$ cat config.mk
export PLATFORM = sky130hd
export DESIGN_NAME = mem_access_unit
export DESIGN_NICKNAME = d
export VERILOG_FILES = /design/src/rtl/mem_access_unit_pkg.sv /design/src/rtl/mem_access_unit_load_extend.sv /design/src/rtl/mem_access_unit.sv
export SDC_FILE = /design/constraint.sdc
export NUM_CORES = 1
export LEC_CHECK = 0
export BUFFER_PORTS_ARGS = -buffer_cell sky130_fd_sc_hd__buf_2
export CORE_MARGIN = 4
export CORE_UTILIZATION = 55
export CTS_BUF_LIST = sky130_fd_sc_hd__clkbuf_2
export DETAILED_ROUTE_END_ITERATION = 8
export PLACE_DENSITY = 0.93
export RECOVER_POWER = 100
export SLEW_MARGIN = 20
export SYNTH_ARGS = -nofsm -noshare
export SYNTH_HDL_FRONTEND = slang
export SYNTH_SLANG_ARGS = --single-unit
$ cat constraint.sdc
create_clock -name clk -period 3.8 [get_ports clk]
set_input_delay 0.38 -clock clk [delete_from_list [all_inputs] [get_ports clk]]
set_output_delay 0.38 -clock clk [all_outputs]
set_load 0.005 [all_outputs]
$ cat src/rtl/mem_access_unit_pkg.sv
// Shared definitions for the byte-serial memory access unit:
// access size codes, FSM state encoding and small decode helpers.
package mem_access_unit_pkg;

  localparam logic [1:0] SIZE_B = 2'b00;
  localparam logic [1:0] SIZE_H = 2'b01;
  localparam logic [1:0] SIZE_W = 2'b10;

  typedef enum logic [1:0] {
    MAU_IDLE  = 2'd0,
    MAU_XFER  = 2'd1,
    MAU_RLAST = 2'd2,
    MAU_DONE  = 2'd3
  } mau_state_t;

  // Number of bytes moved for a size code; code 2'b11 behaves as a word.
  function automatic logic [2:0] byte_count(input logic [1:0] size);
    case (size)
      SIZE_B:  return 3'd1;
      SIZE_H:  return 3'd2;
      default: return 3'd4;
    endcase
  endfunction

  // True when the low address bits do not match the natural alignment of the size.
  function automatic logic misaligned(input logic [1:0] size, input logic [1:0] a);
    case (size)
      SIZE_B:  return 1'b0;
      SIZE_H:  return a[0];
      default: return (a != 2'b00);
    endcase
  endfunction

endpackage

$ cat src/rtl/mem_access_unit_load_extend.sv
// Combinational load result formatter: keeps the low 8*n bits of the
// gathered bytes and fills the rest with zero or the sign bit.
module load_extend #(
  parameter int N = 32
) (
  input  logic [31:0]  raw,
  input  logic [2:0]   n,
  input  logic         zext,
  output logic [N-1:0] data
);

  logic sign;
  logic fill;

  // Select the sign bit for the access size, then build the extended word.
  always_comb begin
    data = '0;
    case (n)
      3'd1:    sign = raw[7];
      3'd2:    sign = raw[15];
      default: sign = raw[31];
    endcase
    fill = zext ? 1'b0 : sign;
    for (int k = 0; k < N; k++) begin
      data[k] = (k < 8 * int'(n)) ? raw[5'(k)] : fill;
    end
  end

endmodule

$ cat src/rtl/mem_access_unit.sv
// Byte-serial RV32I load/store engine in front of a byte-wide single-port RAM.
// Optional feature macro: MEM_ACCESS_MISALIGN_TRAP_EN -- when defined, misaligned
// half/word accesses skip the RAM and complete at once with MisalignErr.
//
// Request/Stall/Done handshake: a request (MemRead|MemWrite) is taken only in
// IDLE; Stall is high combinationally from that same cycle until the transfer
// finishes; Done pulses for exactly one cycle; the pipeline keeps the request
// stable until it sees Done and must drop it before the cycle after Done, since
// the DONE cycle itself never samples requests.
module mem_access_unit
  import mem_access_unit_pkg::*;
#(
  parameter int N      = 32,
  parameter int MEM_AW = 12
) (
  input  logic              clk,
  input  logic              rst,
  input  logic              MemRead,
  input  logic              MemWrite,
  input  logic [1:0]        SaveMethod,
  input  logic              LoadUnsigned,
  input  logic [N-1:0]      Addr,
  input  logic [N-1:0]      WriteData,
  output logic [N-1:0]      ReadData,
  output logic              Stall,
  output logic              Done,
  output logic              MisalignErr,
  output logic [MEM_AW-1:0] mem_addr,
  output logic              mem_re,
  output logic              mem_we,
  output logic [7:0]        mem_wdata,
  input  logic [7:0]        mem_rdata,
  output logic [1:0]        dbg_state
);

  mau_state_t        state, state_nx;
  logic [2:0]        idx;
  logic [2:0]        nbytes;
  logic              is_wr;
  logic              uns_l;
  logic              mis_l;
  logic [MEM_AW-1:0] addr_l;
  logic [N-1:0]      wdata_l;
  logic [3:0][7:0]   rbuf;
  logic [3:0][7:0]   rbuf_fin;
  logic [N-1:0]      ext_data;
  logic              req;
  logic              mis_now;
  logic              last_byte;
  logic [1:0]        cap_sel;
  logic [1:0]        last_sel;
  logic              unused_addr_hi;

  assign req       = MemRead | MemWrite;
  assign last_byte = (idx == (nbytes - 3'd1));
  // RAM data arriving now belongs to the byte issued one cycle earlier.
  assign cap_sel   = 2'(idx - 3'd1);
  assign last_sel  = 2'(nbytes - 3'd1);
  assign dbg_state = state;
  // Address bits above the RAM size are ignored; accesses wrap within the RAM.
  assign unused_addr_hi = ^Addr[N-1:MEM_AW];

`ifdef MEM_ACCESS_MISALIGN_TRAP_EN
  assign mis_now = misaligned(SaveMethod, Addr[1:0]);
`else
  assign mis_now = 1'b0;
`endif

  // Merge the final byte straight from the RAM so ReadData can load on DONE entry.
  always_comb begin
    rbuf_fin           = rbuf;
    rbuf_fin[last_sel] = mem_rdata;
  end

  load_extend #(.N(N)) u_load_extend (
    .raw  (rbuf_fin),
    .n    (nbytes),
    .zext (uns_l),
    .data (ext_data)
  );

  // State register, request latch, byte counter and load result register.
  always_ff @(posedge clk) begin
    if (rst) begin
      state    <= MAU_IDLE;
      idx      <= '0;
      nbytes   <= 3'd1;
      is_wr    <= 1'b0;
      uns_l    <= 1'b0;
      mis_l    <= 1'b0;
      addr_l   <= '0;
      wdata_l  <= '0;
      rbuf     <= '0;
      ReadData <= '0;
    end else begin
      state <= state_nx;
      case (state)
        MAU_IDLE: begin
          if (req) begin
            addr_l  <= Addr[MEM_AW-1:0];
            wdata_l <= WriteData;
            nbytes  <= byte_count(SaveMethod);
            uns_l   <= LoadUnsigned;
            is_wr   <= MemWrite;
            mis_l   <= mis_now;
            idx     <= '0;
          end
        end
        MAU_XFER: begin
          idx <= idx + 3'd1;
          if (!is_wr && (idx != 3'd0)) rbuf[cap_sel] <= mem_rdata;
        end
        MAU_RLAST: ReadData <= ext_data;
        default: ;
      endcase
    end
  end

  // Next-state decode and RAM/handshake outputs; RAM strobes are blocked while
  // rst is high so an aborted store never writes the byte of the reset cycle.
  always_comb begin
    state_nx    = state;
    Stall       = 1'b0;
    Done        = 1'b0;
    MisalignErr = 1'b0;
    mem_addr    = '0;
    mem_re      = 1'b0;
    mem_we      = 1'b0;
    mem_wdata   = '0;
    case (state)
      MAU_IDLE: begin
        if (req) begin
          Stall    = 1'b1;
          state_nx = mis_now ? MAU_DONE : MAU_XFER;
        end
      end
      MAU_XFER: begin
        Stall = 1'b1;
        if (!rst) begin
          mem_addr = addr_l + MEM_AW'(idx);
          mem_we   = is_wr;
          mem_re   = !is_wr;
          if (is_wr) mem_wdata = wdata_l[{idx[1:0], 3'b000} +: 8];
        end
        if (last_byte) state_nx = is_wr ? MAU_DONE : MAU_RLAST;
      end
      MAU_RLAST: begin
        Stall    = 1'b1;
        state_nx = MAU_DONE;
      end
      MAU_DONE: begin
        Done        = !rst;
        MisalignErr = mis_l & !rst;
        state_nx    = MAU_IDLE;
      end
      default: state_nx = MAU_IDLE;
    endcase
  end

endmodule

==> results.yml <==
status:
  outcome: "finished, violations left"
  violations: "capacitance limit, slew limit"
worst_setup_path:
  crit_slowest_cell: "sky130_fd_sc_hd__clkbuf_1"
  slowest_delay_ns: 1.08
  worstPathArrival_ns: 3.47
  crit_fanout: 34
  cp-end-kind: "flop"
  timing.critical_path.from_type: "flop"
  crit_type: "reg2reg"
  worstPathCellList: "inv_1 -> ha_1 -> o21ai_0 -> clkbuf_1 -> nand2_1 -> a21oi_1"
  critical_path_required_ns: 4.28
sta:
  fin_worst_hold_slack_ns: 0.0314
  fin_crit_ns: 2.99
  timing.final.ws_setup_ns: 0.806
  drv_slew: 18
  rsz0062_at_grt: "false"
  timing.clock.skew_ns: 0.0383
  timing.final.setup_violations: 0
  tightestPinTransition_ns: 1.76
  final.period_utilization_pct: 78.8
  setup_tns_ns: 0
  clock.fmax_mhz: 334
  hold_viol_final: 0
  worst_slew_margin_rel_pct: -18.8
power_and_ir_drop:
  switching_power_mw: 1.16
  proportion_of_total_power_due_to_net_switching_pct: 41.1
  clkPwrFrac_pct: 16.6
  static-leakage-power_nw: 2.27
  total_power_mw: 2.82
  internal_power_mw: 1.66
  comb_power_share_pct: 39.7
  ir_worst_vdd_mv: 0.336
  p_seq_share_pct: 43.7
  power_per_cell_area_nw_per_um2: 562
synthesis:
  yosys_warning_total: 0
  combinational_family_with_the_most_area_after_synthesis: "simple AND/OR/NAND/NOR gates"
  synth_xor_area_share_pct: 2.15
  post_synth_and_or_nand_nor_area_fraction_pct: 20.0
  yosys.cell_types.count: 54
  postSynthRegisterBits: 88
  synth_flop_cell: "sky130_fd_sc_hd__dfxtp_1"
  synth_enable_flop_cells: 0
  synthArstFlopShare_pct: 0
  synth.cell_area_sq_um: 4430
  synth-adder-area-share_pct: 4.97
  synth.largest_area_cell: "sky130_fd_sc_hd__dfxtp_1"
  multiplexer_share_of_the_synthesized_area_pct: 12.2
  area_fraction_in_compound_gates_after_synthesis_pct: 14.4
  synth_top_cell_area_share_pct: 39.8
  seq_area_frac_synth_pct: 39.8
  synthesis.area_per_instance_sq_um: 8.56
  synth_top_cells_by_area: "sky130_fd_sc_hd__dfxtp_1, sky130_fd_sc_hd__nand2_1, sky130_fd_sc_hd__a21oi_1"
  synthesis.instances: 517
  syn-num-nets: 613
layout:
  fin_util_pct: 64.5
  post_route_cells_drive_above_1_share_pct: 21.8
  fill_cells: 668
  area_delta_synth_final_pct: 13.2
  antenna_cells_inserted: 0
  finalInstanceArea_sq_um: 5010
  final_cells: 711
  layout.nets: 700
routing:
  detail_route.wirelength_um: 10300
  firstDrtPassIters: 5
  remaining_drc_errors: 0
  via_count: 3919
  drtIter0Drc: 180
  ant_nets: 0
  detail_route.wl_per_cell_um: 14.4
  detail_route.vias_per_cell: 5.51
global_route:
  antenna_found_initial: 0
  grt_first_pass_wirelength_um: 17700
  grt_max_degree: 90
  grt_usage_pct: 22.0
  via_count_of_the_first_global_routing_pass: 3875
  global_route.overflow_total: 0
floorplanning:
  die_x_um: 97.7
  fp.dieArea_sq_um: 9550
  initial_core_util_pct: 57.0
  core_area_sq_um: 7770
  placementRows: 32
  ios: 138
  floorplan.die.height_um: 97.7
placement:
  port_buffers: 116
  gp_routability_congestion: 0.842
  post-dp-hpwl_um: 7340
  dp_cells: 689
  placed_area_sq_um: 4920
  preCtsSetupSlack_ns: 1.27
clock_network:
  clock-root-buffer: "sky130_fd_sc_hd__clkbuf_2"
  cts_tree: "built"
  ctsHtreeMaxLevel: 3
  clockBufferDepth: 2
  cts.sink_count: 88
  setup_fix_bufs_post_cts: 0
  cts.reportedPaths.clkPinSlew_ns: 0.26
  tritoncts.num_buffers: 9
  cts_repair_resize_count: 0
  clock_insertion_delay_worst_skew_ns: 0.55
  postCtsHoldBufs: 2
min_path:
  worstHoldPathType: "in2reg"
job:
  maxCapViolCount: 1
-- registers in the layout, summed over array words and instances (netlist names) --
name and flops:
nbytes 3, uns_l 1, addr_l 12, dbg_state 2, wdata_l 32, ReadData 17
is_wr 1, idx 3, rbuf 17
-- cell families (layout without fill, tap and decap cells) --
family | after synthesis | count (layout)
flip-flops | 88 | 88
XOR/XNOR | 9 | 9
multiplexers | 42 | 42
AO/OA/AOI/OAI | 96 | 96
buffers and inverters | 58 | 150
other | 1 | 1
AND/OR/NAND/NOR | 206 | 206
adder cells (fa/ha/maj) | 17 | 17
-- worst max-delay path: cells and delay by family, from the launching register on --
family / cells / cell delay (ns)
adders and majority gates: 1 / 0.26
and+or+nand+nor: 1 / 0.15
AOI/OAI and AO/OA: 2 / 0.85
DFF: 1 / 0.48
buffers and inverters: 2 / 1.20
-- synth_stat cells (all sizes together), types with 2 or more instances --
cell,number
nand2b,2
and2,3
ha,16
and3,9
nand3,7
mux2i,18
clkbuf,28
nor2b,4
xor2,4
a311oi,16
mux4,8
dfxtp,88
buf,22
a21o,4
xnor2,4
a21oi,55
mux2,16
nand2,121
o21ai,4
inv,8
o31ai,3
a41o,2
a211oi,3
nor2,48
or4,2
-- power groups by stage --
stage	sequential (mW)	combinational, mW	clock (mW)
2_1_floorplan	1.22	0.897	0
3_3_place_gp	1.23	1.12	0
3_5_place_dp	1.25	1.16	0
4_1_cts	1.23	1.17	0.480
5_1_grt	1.26	1.28	0.512
6_report	1.23	1.12	0.468
-- worst paths after layout --
kind                                   from                  endpoint  slack, ns  depth (start not counted)
setup / recovery  dbg_state[1]$_SDFFE_PP0P_   wdata_l[4]$_SDFFE_PP0P_       0.81                          6
hold / removal                 WriteData[9]   wdata_l[9]$_SDFFE_PP0P_       0.03                          3
setup reg to reg  dbg_state[1]$_SDFFE_PP0P_   wdata_l[4]$_SDFFE_PP0P_       0.81                          6
hold reg to reg    wdata_l[19]$_SDFFE_PP0P_  wdata_l[19]$_SDFFE_PP0P_       0.47                          2
-- final cells by class --
cell class	instances	area (sq um)	share of cell area, %
Clock buffer	9	45.0	0.899
Multi-Input combinational cell	371	2350	46.9
Timing Repair Buffer	126	626	12.5
Clock inverter	7	72.6	1.45
Tap cell	102	128	2.55
Sequential cell	88	1760	35.2
Inverter	8	30.0	0.599
-- placed cells by master, fill, tap and decap left out, types with 4 or more instances in the layout --
cell,count
sky130_fd_sc_hd__mux2i_1,18
sky130_fd_sc_hd__buf_4,4
sky130_fd_sc_hd__o21ai_0,4
sky130_fd_sc_hd__buf_2,84
sky130_fd_sc_hd__dfxtp_1,88
sky130_fd_sc_hd__clkbuf_1,31
sky130_fd_sc_hd__nand3_1,7
sky130_fd_sc_hd__mux4_2,8
sky130_fd_sc_hd__inv_1,8
sky130_fd_sc_hd__nor2_1,48
sky130_fd_sc_hd__xor2_1,4
sky130_fd_sc_hd__ha_1,16
sky130_fd_sc_hd__dlygate4sd3_1,5
sky130_fd_sc_hd__nand2_1,121
sky130_fd_sc_hd__a21o_1,4
sky130_fd_sc_hd__xnor2_1,4
sky130_fd_sc_hd__clkbuf_2,10
sky130_fd_sc_hd__a311oi_1,16
sky130_fd_sc_hd__nor2b_1,4
sky130_fd_sc_hd__and3_1,9
sky130_fd_sc_hd__mux2_2,16
sky130_fd_sc_hd__a21oi_1,55
-- metal layers --
metal	vias up	wire [um]	GRT usage, %
li1	1937	-	-
met1	1793	4280	27.0
met2	163	4960	37.5
met3	26	742	4.45
met4	0	267	9.27
met5	-	0	0
No activity file was read; power rests on OpenSTA's default activity.
